## config.mk

```make
export PLATFORM = sky130hd
export DESIGN_NAME = sayac_gosterge
export DESIGN_NICKNAME = d
export VERILOG_FILES = /design/src/rtl/sayac_pkg.sv /design/src/rtl/yedi_segment_kod.sv /design/src/rtl/sayac_gosterge.sv
export SDC_FILE = /design/constraint.sdc
export NUM_CORES = 1
export LEC_CHECK = 0
export ABC_AREA = 1
export BUFFER_PORTS_ARGS = -buffer_cell sky130_fd_sc_hd__clkbuf_2
export CAP_MARGIN = 20
export CORE_UTILIZATION = 60
export DETAILED_ROUTE_END_ITERATION = 8
export HOLD_SLACK_MARGIN = 0.12
export PLACE_DENSITY = 0.82
export SETUP_SLACK_MARGIN = 0.5
export SYNTH_ARGS = -nofsm -noshare
export SYNTH_HDL_FRONTEND = slang
export SYNTH_SLANG_ARGS = --single-unit
```

## constraint.sdc

```tcl
create_clock -name clk -period 2.7 [get_ports clk]
set_input_delay 0.135 -clock clk [delete_from_list [all_inputs] [get_ports clk]]
set_output_delay 0.135 -clock clk [all_outputs]
set_load 0.005 [all_outputs]
```

## src/rtl/sayac_pkg.sv

```systemverilog
// sayac_pkg: FSM states and seven-segment codes shared by the counter display.
package sayac_pkg;
  typedef enum logic [1:0] {BOSTA, DONUSTUR, GUNCELLE} durum_t;
  localparam logic [6:0] BOS_KOD = 7'b1111111;
  localparam logic [6:0] SEG_KOD [0:9] = '{
    7'b1000000, 7'b1111001, 7'b0100100, 7'b0110000, 7'b0011001,
    7'b0010010, 7'b0000010, 7'b1111000, 7'b0000000, 7'b0010000
  };
endpackage

```

## src/rtl/yedi_segment_kod.sv

```systemverilog
// yedi_segment_kod: BCD digit to active-low {g,f,e,d,c,b,a} segment pattern.
module yedi_segment_kod
  import sayac_pkg::*;
(
  input  logic [3:0] bcd,
  output logic [6:0] seg
);
  assign seg = bcd > 4'd9 ? BOS_KOD : SEG_KOD[bcd];
endmodule

```

## src/rtl/sayac_gosterge.sv

```systemverilog
// sayac_gosterge: converts a 6-bit count to BCD and multiplexes two 7-segment digits.
module sayac_gosterge
  import sayac_pkg::*;
#(
  parameter int TARAMA_BOLEN = 100000
) (
  input  logic       clk,
  input  logic       sifirlama_n,
  input  logic [5:0] sayi_in,
  output logic [6:0] seg,
  output logic [3:0] an,
  output logic       dp,
  output logic       mesgul
);
  localparam int TW = TARAMA_BOLEN > 1 ? $clog2(TARAMA_BOLEN) : 1;
  durum_t durum;
  logic [5:0] onceki_deger;
  logic [3:0] birler, onlar;
  logic [13:0] bcd;
  logic [2:0] adim;
  logic [TW-1:0] tarama;
  logic slot;
  logic [13:0] bcd_duz;
  logic [3:0] kod_in;
  logic [6:0] kod;
  // add-3 correction applied to both BCD nibbles ahead of the shift
  assign bcd_duz = {bcd[13:10] >= 4'd5 ? bcd[13:10] + 4'd3 : bcd[13:10],
                    bcd[9:6] >= 4'd5 ? bcd[9:6] + 4'd3 : bcd[9:6],
                    bcd[5:0]};
  assign kod_in = slot ? onlar : birler;
  assign mesgul = durum != BOSTA;
  assign dp = 1'b1;
  yedi_segment_kod u_kod (.bcd(kod_in), .seg(kod));
  always_ff @(posedge clk) begin
    if (!sifirlama_n) begin
      durum <= BOSTA;
      onceki_deger <= '0;
      birler <= '0;
      onlar <= '0;
      bcd <= '0;
      adim <= '0;
    end else begin
      case (durum)
        BOSTA: if (sayi_in != onceki_deger) begin
          onceki_deger <= sayi_in;
          bcd <= {8'd0, sayi_in};
          adim <= '0;
          durum <= DONUSTUR;
        end
        DONUSTUR: begin
          bcd <= {bcd_duz[12:0], 1'b0};
          adim <= adim + 3'd1;
          if (adim == 3'd5) durum <= GUNCELLE;
        end
        default: begin
          birler <= bcd[9:6];
          onlar <= bcd[13:10];
          durum <= BOSTA;
        end
      endcase
    end
  end
  always_ff @(posedge clk) begin
    if (!sifirlama_n) begin
      tarama <= '0;
      slot <= 1'b0;
      seg <= BOS_KOD;
      an <= 4'b1111;
    end else begin
      tarama <= tarama == TW'(TARAMA_BOLEN - 1) ? '0 : tarama + 1'b1;
      if (tarama == TW'(TARAMA_BOLEN - 1)) slot <= ~slot;
      seg <= kod;
      an <= slot ? (onlar == 4'd0 ? 4'b1111 : 4'b1101) : 4'b1110;
    end
  end
endmodule

```

# Word level (Yosys, flattened, before mapping)
# Memory sizes are Yosys's and may differ from the RTL's. A register that Yosys moved wholly into a read port is not among the register bits.
# Cells that the tools add are included.
# totals
ff_bits,54
mem_bits_rw,0
output_inout_bits,13
mem_bits_ro,112
n_memories,1
in_bits,8
latchBits,0
word_cells,50
# op_classes
div,0
n_bitwise,3
mul,0
magnitude_cmp,3
n_eq_ne,6
n_reduce_logical,11
n_addsub,4
n_shift,0
n_mux,12
# memory_table
memory,words,word_bits,rd,rd_ports_with_merged_regs,write_ports,line,source
(no name shown),16,7,1,1,0,yedi_segment_kod.sv:8,assign seg = bcd > 4'd9 ? BOS_KOD : SEG_KOD[bcd];
# op_table
operator,count
$pmux 14 s2,1
$add 17x1->17 const B,1
$eq 17x17->1 const B,1
$mux 14,1
$ge 4x3->1 const B,2
$mux 4,2
$reduce_and 2->1,4
$mux 2,3
$mux 3,2
$ne 6x6->1,1
$pmux 3 s2,1
$reduce_or 2->1,3
$not 4->5,1
$add 4x2->4 const B,1
$gt 4x4->1 const B,1
$logic_not 4->1,1
$ne 2x2->1 const B,2
$pmux 2 s2,1
$reduce_bool 2->1,2
$add 3x1->3 const B,1
$add 3x2->3 const B,1
$eq 3x3->1 const B,1
$eq 2x1->1 const B,1
$logic_not 2->1,1
other kinds (2),3

# Depth between registers and ports, before layout
# Gate-level depths: netlist of run 1.
# depth
word_depth,3
depth_mapped,9
ltp_nobuf,9

# By module
# A second synthesis of run 1 with hierarchy kept.
# unflattened
hier_cells,406
hier_area_um2,2957.8
# by_module_without_submodules
module,area_per_inst_um2,n_inst,seq_area_each_um2,cells_per_inst
sayac_gosterge,2761.4,1,1201.2,375
yedi_segment_kod,196.4,1,0.0,31

# Least setup slack after synthesis of run 1
# Ideal clock, no wire load.
# synth_path
path_kind,register to register
start,reg slot
end,reg seg[6]
setup_ps,132
path_stages_with_launch,8
path_buffers,1
period_less_slack_ps,1605
required_time_ps,2568
arrival_time_ps,1473
path_slack_ps,1095
cell_sequence,dfxtp_1 > buf_2 > o21ai_0 > inv_1 > ha_1 > or2_2 > o21ai_0 > o21ai_0
# synth_between
elab_chain_cells,3
word_cells_on_any_way,4
# synth_lines
item,line,source
"start, declared",sayac_gosterge.sv:22,logic slot;
"start signal, assigned",sayac_gosterge.sv:71,if (tarama == TW'(TARAMA_BOLEN - 1)) slot <= ~slot;
$mux 4 (*),sayac_gosterge.sv:30,assign kod_in = slot ? onlar : birler;
$gt 4x4->1,yedi_segment_kod.sv:8,
$reduce_or 2->1 (no source line),n/a,
"end, declared",sayac_gosterge.sv:10,"output logic [6:0] seg,"
# Every way passes the cells marked *; elsewhere a longest branch is shown, timed or not.
# A chain may end at the register's enable or synchronous reset.

# Final worst setup path of run 1
# Ends and elaborated chain as after synthesis.

==> results of run 1 <==
[where the power goes]
part | total, mW | switching (mW) | leakage, nW | internal [mW]
registers | 0.931 | 0.0176 | 0.490 | 0.913
logic | 0.132 | 0.0847 | 0.793 | 0.0472
clock network | 0.910 | 0.347 | 0.111 | 0.563
total | 1.97 | 0.449 | 1.39 | 1.52
[synth_stat cells, types with 2 or more instances]
master / instances
sky130_fd_sc_hd__inv_1: 49
sky130_fd_sc_hd__a21oi_1: 40
sky130_fd_sc_hd__nand4_1: 6
sky130_fd_sc_hd__o21ai_0: 29
sky130_fd_sc_hd__clkbuf_1: 5
sky130_fd_sc_hd__nor2_4: 2
sky130_fd_sc_hd__xor2_1: 3
sky130_fd_sc_hd__ha_1: 11
sky130_fd_sc_hd__nand3_1: 33
sky130_fd_sc_hd__nand2_1: 85
sky130_fd_sc_hd__nand2_2: 2
sky130_fd_sc_hd__dfxtp_1: 60
sky130_fd_sc_hd__buf_4: 6
sky130_fd_sc_hd__or2_0: 2
sky130_fd_sc_hd__nand2_4: 3
sky130_fd_sc_hd__nor2_1: 23
sky130_fd_sc_hd__buf_2: 3
sky130_fd_sc_hd__nor3b_1: 2
sky130_fd_sc_hd__or2_2: 4
sky130_fd_sc_hd__a21oi_2: 2
sky130_fd_sc_hd__o21ai_2: 2
sky130_fd_sc_hd__nor3_1: 4
[how the worst min path moves through the flow]
| stage | from | endpoint | slack [ns] | cells after the start |
|---|---|---|---|---|
| after global routing | sifirlama_n | an[0] | 0.26 | 2 |
| final | sifirlama_n | an[0] | 0.21 | 2 |
| after floorplan | sayi_in[1] | onceki_deger[1] | 0.28 | 2 |
| after CTS | sifirlama_n | an[0] | 0.19 | 2 |
| after detailed placement | sayi_in[1] | onceki_deger[1] | 0.40 | 3 |
| after global placement | sayi_in[2] | onceki_deger[2] | 0.39 | 3 |
[metal layers]
metal	GRT usage	wire length, um	vias to the layer above
met2	0.429	2690	54
li1	-	-	1316
met5	0	0	-
met4	0.135	135	0
met3	0.0816	232	12
met1	0.250	2380	1144
[area by class of cell]
class                   instances  area, um^2  area share
flip-flops and latches         60        1200       0.368
inverters                      50         188      0.0576
clock inverters                 4        72.6      0.0223
well taps                      52        65.1      0.0200
multi-input cells             268        1430       0.439
clock buffers                  11         151      0.0464
repair buffers                 24         153      0.0468
[state kept, by name, indices dropped and copies added, names as in the netlist]
signal	cells
durum	2
onceki_deger	6
tarama	17
birler	4
an	2
seg	7
bcd	14
slot	1
adim	3
onlar	4
[worst max-delay path, stage by stage (launching register included)]
cell                      delay, ns
sky130_fd_sc_hd__dfxtp_1       0.40
sky130_fd_sc_hd__o21ai_0       0.41
sky130_fd_sc_hd__inv_1         0.12
sky130_fd_sc_hd__ha_1          0.21
sky130_fd_sc_hd__or2_2         0.30
sky130_fd_sc_hd__o21ai_0       0.10
sky130_fd_sc_hd__o21ai_0       0.10
[cell families after synthesis]
| group | after synthesis |
|---|---|
| xor+xnor | 4 |
| flops | 60 |
| simple gates | 173 |
| buf+inv | 65 |
| compound gates | 77 |
| other cells | 1 |
| fa+ha+maj | 11 |
[what timing repair did]
action	4_1_cts	5_1_grt
endpoints found under the setup margin	0	0
endpoints found under the hold margin	7	0
hold buffers	6	0
[per-stage QoR]
stage,std cells,hold WS [ns],cell area [um^2],utilization
finish,469,0.214,3260,0.724
global placement,448,0.394,2980,0.661
global route,469,0.259,3260,0.724
CTS,469,0.192,3260,0.724
detailed placement,448,0.399,2980,0.661
floorplan,393,0.280,2910,-
==> flow_results.org, run 1 <==
** GRT
- Across every metal layer, demand over resource in global routing totals 0.241.
- For this run the aggregate overflow at the end of global routing stands at 0.
- Pin count of the biggest net entering global routing :: 22
- Via count of the first global-routing pass :: 2388
- Initial antenna violation count :: 0
- The first global-routing pass estimated 9500 um of wire.

** Floorplan
- The floorplan step set the die height to 71.5 um.
- Initial Util :: 0.644
- Die Outline Area :: 5120 um^2
- Number of primary I/O pins :: 21
- The die is 71.5 um wide.
- The total area inside the core boundary comes to 4500 um^2.
- In this run the core area contains 24 standard-cell rows.

** STA
- Final WS setup :: 0.923 ns
- Worst slew margin relative to its limit :: 0.522
- Worst-case clock skew :: 0.0110 ns
- Final Hold Vio Count :: 0
- Post-Route Setup TNS :: 0 ns
- For the pin with the worst max-slew slack, the measured transition is 0.717 ns.
- In the finished design, the share of the clock period the worst path needs comes to 0.658.
- Counting I/O delays and the setup requirement, the final critical path takes 1.78 ns.
- Timing would allow up to 0.563 GHz.
- Unrepaired setup endpoints after global routing :: no
- Max Slew Vio Count :: 0
- Number of setup violations in the final report :: 0

** Worst setup path
- For the worst setup path, the data required time is 2.91 ns.
- CP max FO :: 10
- Arrival time reported for the critical path endpoint :: 1.99 ns
- Number of cells traversed by the worst register-to-register path :: 6
- Worst Path Class, Setup :: flip-flop to flip-flop
- Critical register-to-register path startpoint :: slot
- The worst setup path is captured at a flip-flop.
- End point of the critical path :: seg[6]
- Across all register-to-register paths, the minimum setup slack is 0.92 ns.
- Setup crit start kind :: flip-flop
- The worst register-to-register path ends at seg[6].
- CP Launch Point :: slot

** Worst hold path
- In this run the worst hold path is classified as primary input to flip-flop.

** Detailed routing
- Summed over all layers, the routed wires come to 5430 um.
- Dividing the detail-routed via count by the number of cells gives 5.39.
- Number of DRC violations after detailed-routing iteration 0 :: 73
- The routed layout has 2526 vias.
- After detailed routing, the number of remaining DRC violations is 0.
- Dividing the detail-routed wire length by the instance count gives 11.6 um.
- In this run the remaining antenna-violating nets after routing total 0.
- Number of iterations in the first detailed-routing pass :: 4

** Yosys
- Yosys cell types :: 37
- Of the total synthesized cell area, the portion taken by AND, OR, NAND and NOR gates is 0.289.
- The most used flip-flop cell after synthesis is sky130_fd_sc_hd__dfxtp_1.
- In this run the mean area of a mapped cell was 7.42 um^2.
- Synthesis produced 391 cells.
- Number of flops mapped to enable cells by yosys :: 0
- Library cell with the largest summed area after synthesis :: sky130_fd_sc_hd__dfxtp_1
- By area the synthesized netlist is led by sky130_fd_sc_hd__dfxtp_1, sky130_fd_sc_hd__nand2_1, sky130_fd_sc_hd__a21oi_1, sky130_fd_sc_hd__inv_1, sky130_fd_sc_hd__nand3_1.
- In the synthesized netlist the async set-or-reset flop fraction comes to 0.
- Summed instance area of the synthesized netlist :: 2900 um^2
- Adder-cell area share of the yosys netlist :: 0.0474
- Fraction of synthesized area in multiplexers :: 0
- Warnings from Yosys :: 0
- The share of synthesized area in the top cell type comes to 0.414.
- After synthesis, the largest family of logic cells by area is simple AND/OR/NAND/NOR gates.
- Fraction of synthesized cell area in xor and xnor cells :: 0.0121
- Yosys reg bits :: 60
- Synth Area in Compound Gates :: 0.141
- Sequential fraction of the synthesis area :: 0.414

** Finish
- The layout has 350 filler cells.
- Commonest non-fill, non-tap cell in the layout :: sky130_fd_sc_hd__nand2_1
- From synthesis to final layout, the design area changed by 12.4%.
- Most frequent cells in the layout :: sky130_fd_sc_hd__nand2_1, sky130_fd_sc_hd__dfxtp_1, sky130_fd_sc_hd__inv_1
- The number of antenna diodes in the final layout is 0.
- In the final layout, the share of cells above drive strength 1 is 0.134.
- The final layout contains 432 nets.

** CTS
- Count of buffers added by post-CTS timing repair for setup :: 0
- TritonCTS built the clock tree.
- Number of buffers on the longest clock path :: 2
- Clock network latency to the later pin of the worst-skew pair :: 0.34 ns
- In this run, post-CTS repair resized a total of 0 instances.
- Number of H-tree branching levels :: 3
- CTS Sinks :: 60
- Clk pin slew, worst setup/hold paths :: 0.07 ns
- Clock tree synthesis inserted a total of 9 buffers.
- Root buf cell :: sky130_fd_sc_hd__clkbuf_8

** Place
- Detailed Place HPWL :: 3630 um
- The congestion estimate from routability-driven global placement came to 0.790.
- Port buffering added 17 buffers.
- OpenSTA, run right after detailed placement, puts the worst setup slack at 0.925 ns.

** Pwr
- PwrDens :: 605 nW/um^2
- Post-layout total power :: 1.97 mW
- Worst-case vdd ir drop :: 0.410 mV
- In this run the static leakage power is 1.39 nW.

** Run status
- The flow ran to the end, and the final reports show no timing, DRC or antenna violations.

** Flow run
- Max-capacitance violation count :: 0
(Power assumes the default switching activity.)
==> run 2: changes to the inputs <==
Settings changed: CORE_UTILIZATION 60 to 54, PLACE_DENSITY 0.82 to 0.78.
Clock period 2.7 ns to 1.46 ns, I/O delays scaled along.
==> run 2 against run 1 <==
Compared with the run above:
- the flow now finishes with violations (setup timing)
- power rose by 79%
- first-iteration DRC count is 34% higher
- die area is 11% higher
- global-route usage grew 2.2 points
- count of clock-buffer cells in the layout grew 2
- sequential cell count unchanged
- setup slack worse by 0.93 ns
- worst hold slack lost 0.0057 ns
- final area grew 29%
- fmax rose by 21%
- sequential power increased by 87%
- critical endpoint is now bcd[11]
- largest cell class unchanged
- highest routed layer unchanged
==> flow_results.org, run 2 (synthesis gave the netlist of run 1 again) <==
** Run status
- Status: finished, violations left (was complete, no violations).
- Failing checks :: setup timing

** Worst setup path
- The most used cell along the critical path is sky130_fd_sc_hd__nand2_1 (was sky130_fd_sc_hd__o21ai_0).
- CP max FO :: 8 (was 10)
- The last element of the critical path is bcd[11] (was seg[6]).
- Crit path cell chain: inv_1 > nand2_1 > nand2_1 > nor2_2 > nand3_4 > nand2_8 > buf_12 > nand3_2 > a21oi_2 (was o21ai_0 > inv_1 > ha_1 > or2_2 > o21ai_0 > o21ai_0).
- The critical path depth in cells came to 9 (was 6).
- The endpoint class of the critical path is a flip-flop (unchanged).
- Critical register-to-register path startpoint :: onceki_deger[2] (was slot)
- Worst Path Class, Setup :: flip-flop to flip-flop (unchanged)
- The delay of the slowest cell on the worst path was 0.38 ns (was 0.41 ns).
- Worst r2r dst :: bcd[11] (was seg[6])
- The slowest library cell on the worst path was sky130_fd_sc_hd__dfxtp_4 (was sky130_fd_sc_hd__o21ai_0).
- The register-to-register setup slack was -0.01 ns (was 0.92 ns).
- Bufs and invs on worst path :: 2 (was 1)
- Arrival time reported for the critical path endpoint :: 1.73 ns (was 1.99 ns)
- The cell depth of the worst flop-to-flop path came to 9 (was 6).
- CP Launch Point :: onceki_deger[2] (was slot)
- The gate family responsible for the most delay along the worst path is simple AND/OR/NAND/NOR gates (was compound AO/OA/AOI/OAI gates).
- Setup crit start kind :: flip-flop (unchanged)
- Required time of the worst setup path :: 1.72 ns (was 2.91 ns)

** Detailed routing
- The routed length per placed instance was 15.3 um (was 11.6 um).
- Number of iterations in the first detailed-routing pass :: 4 (unchanged)
- Antenna Violating Nets Remaining :: 0 (unchanged)
- The residual DRC count came to 0 (unchanged).
- Total Routed Length :: 8030 um (was 5430 um)
- The via count was 2861 (was 2526).
- Number of DRC violations after detailed-routing iteration 0 :: 98 (was 73)
- The routed via count divided by cell count was 5.45 (was 5.39).

** Pwr
- Worst-case vdd ir drop :: 0.774 mV (was 0.410 mV)
- PwrDens :: 839 nW/um^2 (was 605 nW/um^2)
- The sequential power share is 0.493 (was 0.472).
- Switching power :: 0.972 mW (was 0.449 mW)
- The clock network fraction of total power came to 0.375 (was 0.461).
- The static leakage power was 1.70 nW (was 1.39 nW).
- The combinational group share of total power came to 0.132 (was 0.067).
- Post-layout total power :: 3.54 mW (was 1.97 mW)
- The internal power of the cells is 2.57 mW (was 1.52 mW).
- Switching fraction of total power :: 0.275 (was 0.228)

** STA
- Final period demand of the worst path :: 1.47 ns (was 1.78 ns)
- The count of endpoints failing setup in the final report is 4 (was 0).
- The max-slew violation total from the final report came to 0 (unchanged).
- The total count of hold-check failures in the final report was 0 (unchanged).
- Post-route fraction of the period consumed by the critical path :: 1.01 (was 0.658)
- The worst setup margin came to -0.00952 ns (was 0.923 ns).
- Unrepaired setup endpoints after global routing :: yes (was no)
- Worst slew margin relative to its limit :: 0.647 (was 0.522)
- Worst-case clock skew :: 0.0219 ns (was 0.0110 ns)
- The transition at the pin with the smallest max-transition slack is 0.528 ns (was 0.717 ns).
- Final-layout worst hold slack :: 0.208 ns (was 0.214 ns)
- Maximum frequency from static timing analysis :: 0.680 GHz (was 0.563 GHz)

** Finish
- The post-layout net count was 470 (was 432).
- The most flop-heavy register is tarama (unchanged).
- Proportion of layout cells with a drive suffix above 1 :: 0.470 (was 0.134)
- The number of flip-flops under the largest register name was 17 (unchanged).
- The commonest non-fill, non-tap cell in the layout was sky130_fd_sc_hd__nand2_1 (unchanged).
- Number of diodes :: 0 (unchanged)
- Most frequent cells in the layout :: sky130_fd_sc_hd__nand2_1, sky130_fd_sc_hd__dfxtp_1, sky130_fd_sc_hd__inv_1 (unchanged)
- The growth of design area from synthesis to finish was 45.3% (was 12.4%).
- Top flop regs :: tarama: 17 flops, bcd: 14 flops, seg: 7 flops (unchanged)
- Final cell count without fillers :: 525 (was 469)

** Place
- The weighted congestion at the end of routability-driven global placement is 0.868 (was 0.790).
- Worst Setup Slack post-DPL :: -0.000130 ns (was 0.925 ns)
- Total placed cells including tap cells :: 485 (was 448)
- The placed wire-length estimate after detailed placement is 4120 um (was 3630 um).
- The number of port buffers is 17 (unchanged).

** GRT
- Pin count of the biggest net entering global routing :: 21 (was 22)
- GRT Overall Usage :: 0.264 (was 0.241)
- Initial antenna violation count :: 0 (unchanged)
- The via count of the first global-routing pass was 2652 (was 2388).
- Remaining global-route overflow :: 0 (unchanged)
- The first-pass GRT wire length came to 11100 um (was 9500 um).

** CTS
- The maximum count of clock buffers along a single path is 2 (unchanged).
- CTS tree :: built (unchanged)
- Number of H-tree branching levels :: 3 (unchanged)
- Clock network latency to the later pin of the worst-skew pair :: 0.35 ns (was 0.34 ns)
- The clock tree root driver cell is sky130_fd_sc_hd__clkbuf_8 (unchanged).
- Clk pin slew, worst setup/hold paths :: 0.08 ns (was 0.07 ns)
- The number of clock sinks is 60 (unchanged).
- The number of clock buffers inserted by TritonCTS came to 9 (unchanged).

** Floorplan
- Floorplan die height :: 75.3 um (was 71.5 um)
- The die width was 75.3 um (was 71.5 um).
- Num rows :: 26 (was 24)
- The full die area came to 5670 um^2 (was 5120 um^2).
- Initial Util :: 0.565 (was 0.644)
- Core region area :: 5140 um^2 (was 4500 um^2)
- The total I/O pin count is 21 (unchanged).

** Worst hold path
- Worst hold-check path type :: primary input to flip-flop (unchanged)

** Flow run
- Max-capacitance violation count :: 0 (unchanged)
-- run 2: cell types whose count changed in the layout (fill, tap and decap cells not counted), sizes merged --
cell      previous run  this run
clkbuf              28        29
clkinv               1         3
bufinv               2         0
inv                 50        49
buf                  1        38
clkinvlp             1         0
nand2               90        92
-- run 2: metrics by stage --
step                instance area, um^2  utilization  setup TNS (ns)
floorplan                          3170            -               0
global placement                   3400        0.662               0
detailed placement                 3400        0.662       -0.000130
CTS                                3950        0.768               0
global route                       4220        0.820          -0.781
finish                             4220        0.820         -0.0267
-- run 2: final cells by class --
cell class,count,area (um^2)
Tap cell,70,87.6
Clock buffer,13,159
Inverter,50,205
Fill cell,304,923
Multi-Input combinational cell,270,2040
Clock inverter,2,10.0
Timing Repair Buffer,60,484
Sequential cell,60,1230
-- run 2: worst min path at each step --
stage,startpoint,cells after the start,slack [ns],end
after floorplan,sayi_in[1],2,0.21,onceki_deger[1]
after global placement,sayi_in[1],3,0.33,onceki_deger[1]
after detailed placement,sayi_in[2],3,0.33,onceki_deger[2]
after CTS,sayi_in[5],5,0.14,bcd[5]
after global routing,sayi_in[4],5,0.21,bcd[4]
final,sayi_in[5],5,0.21,bcd[5]
-- run 2: tightest hold or removal path: cells and delay by family --
| family | cells | cell delay, ns |
|---|---|---|
| buf+inv | 2 | 0.21 |
| simple gates | 1 | 0.08 |
| compound gates | 2 | 0.13 |
-- run 2: routing by layer --
metal / GRT usage / share of wire / vias to the layer above / wire length, um
li1: - / - / 1393 / -
met1: 0.279 / 0.39 / 1336 / 3110
met2: 0.465 / 0.52 / 100 / 4190
met3: 0.0926 / 0.047 / 32 / 379
met4: 0.132 / 0.044 / 0 / 350
met5: 0 / 0 / - / 0
-- run 2: repair_timing --
item,in CTS,in global routing
resized for setup,46,71
cloned,2,0
hold endpoints to repair,7,0
pin swaps,22,25
buffers inserted,16,1
endpoints found under the setup margin,51,55
hold buffers,6,0
-- run 2: power groups by stage --
stage | clock network [mW] | logic (mW) | registers (mW)
6_report | 1.33 | 0.467 | 1.74
5_1_grt | 1.41 | 0.499 | 1.75
4_1_cts | 1.32 | 0.363 | 1.73
3_5_place_dp | 0 | 0.288 | 1.77
3_3_place_gp | 0 | 0.280 | 1.76
2_1_floorplan | 0 | 0.214 | 1.76
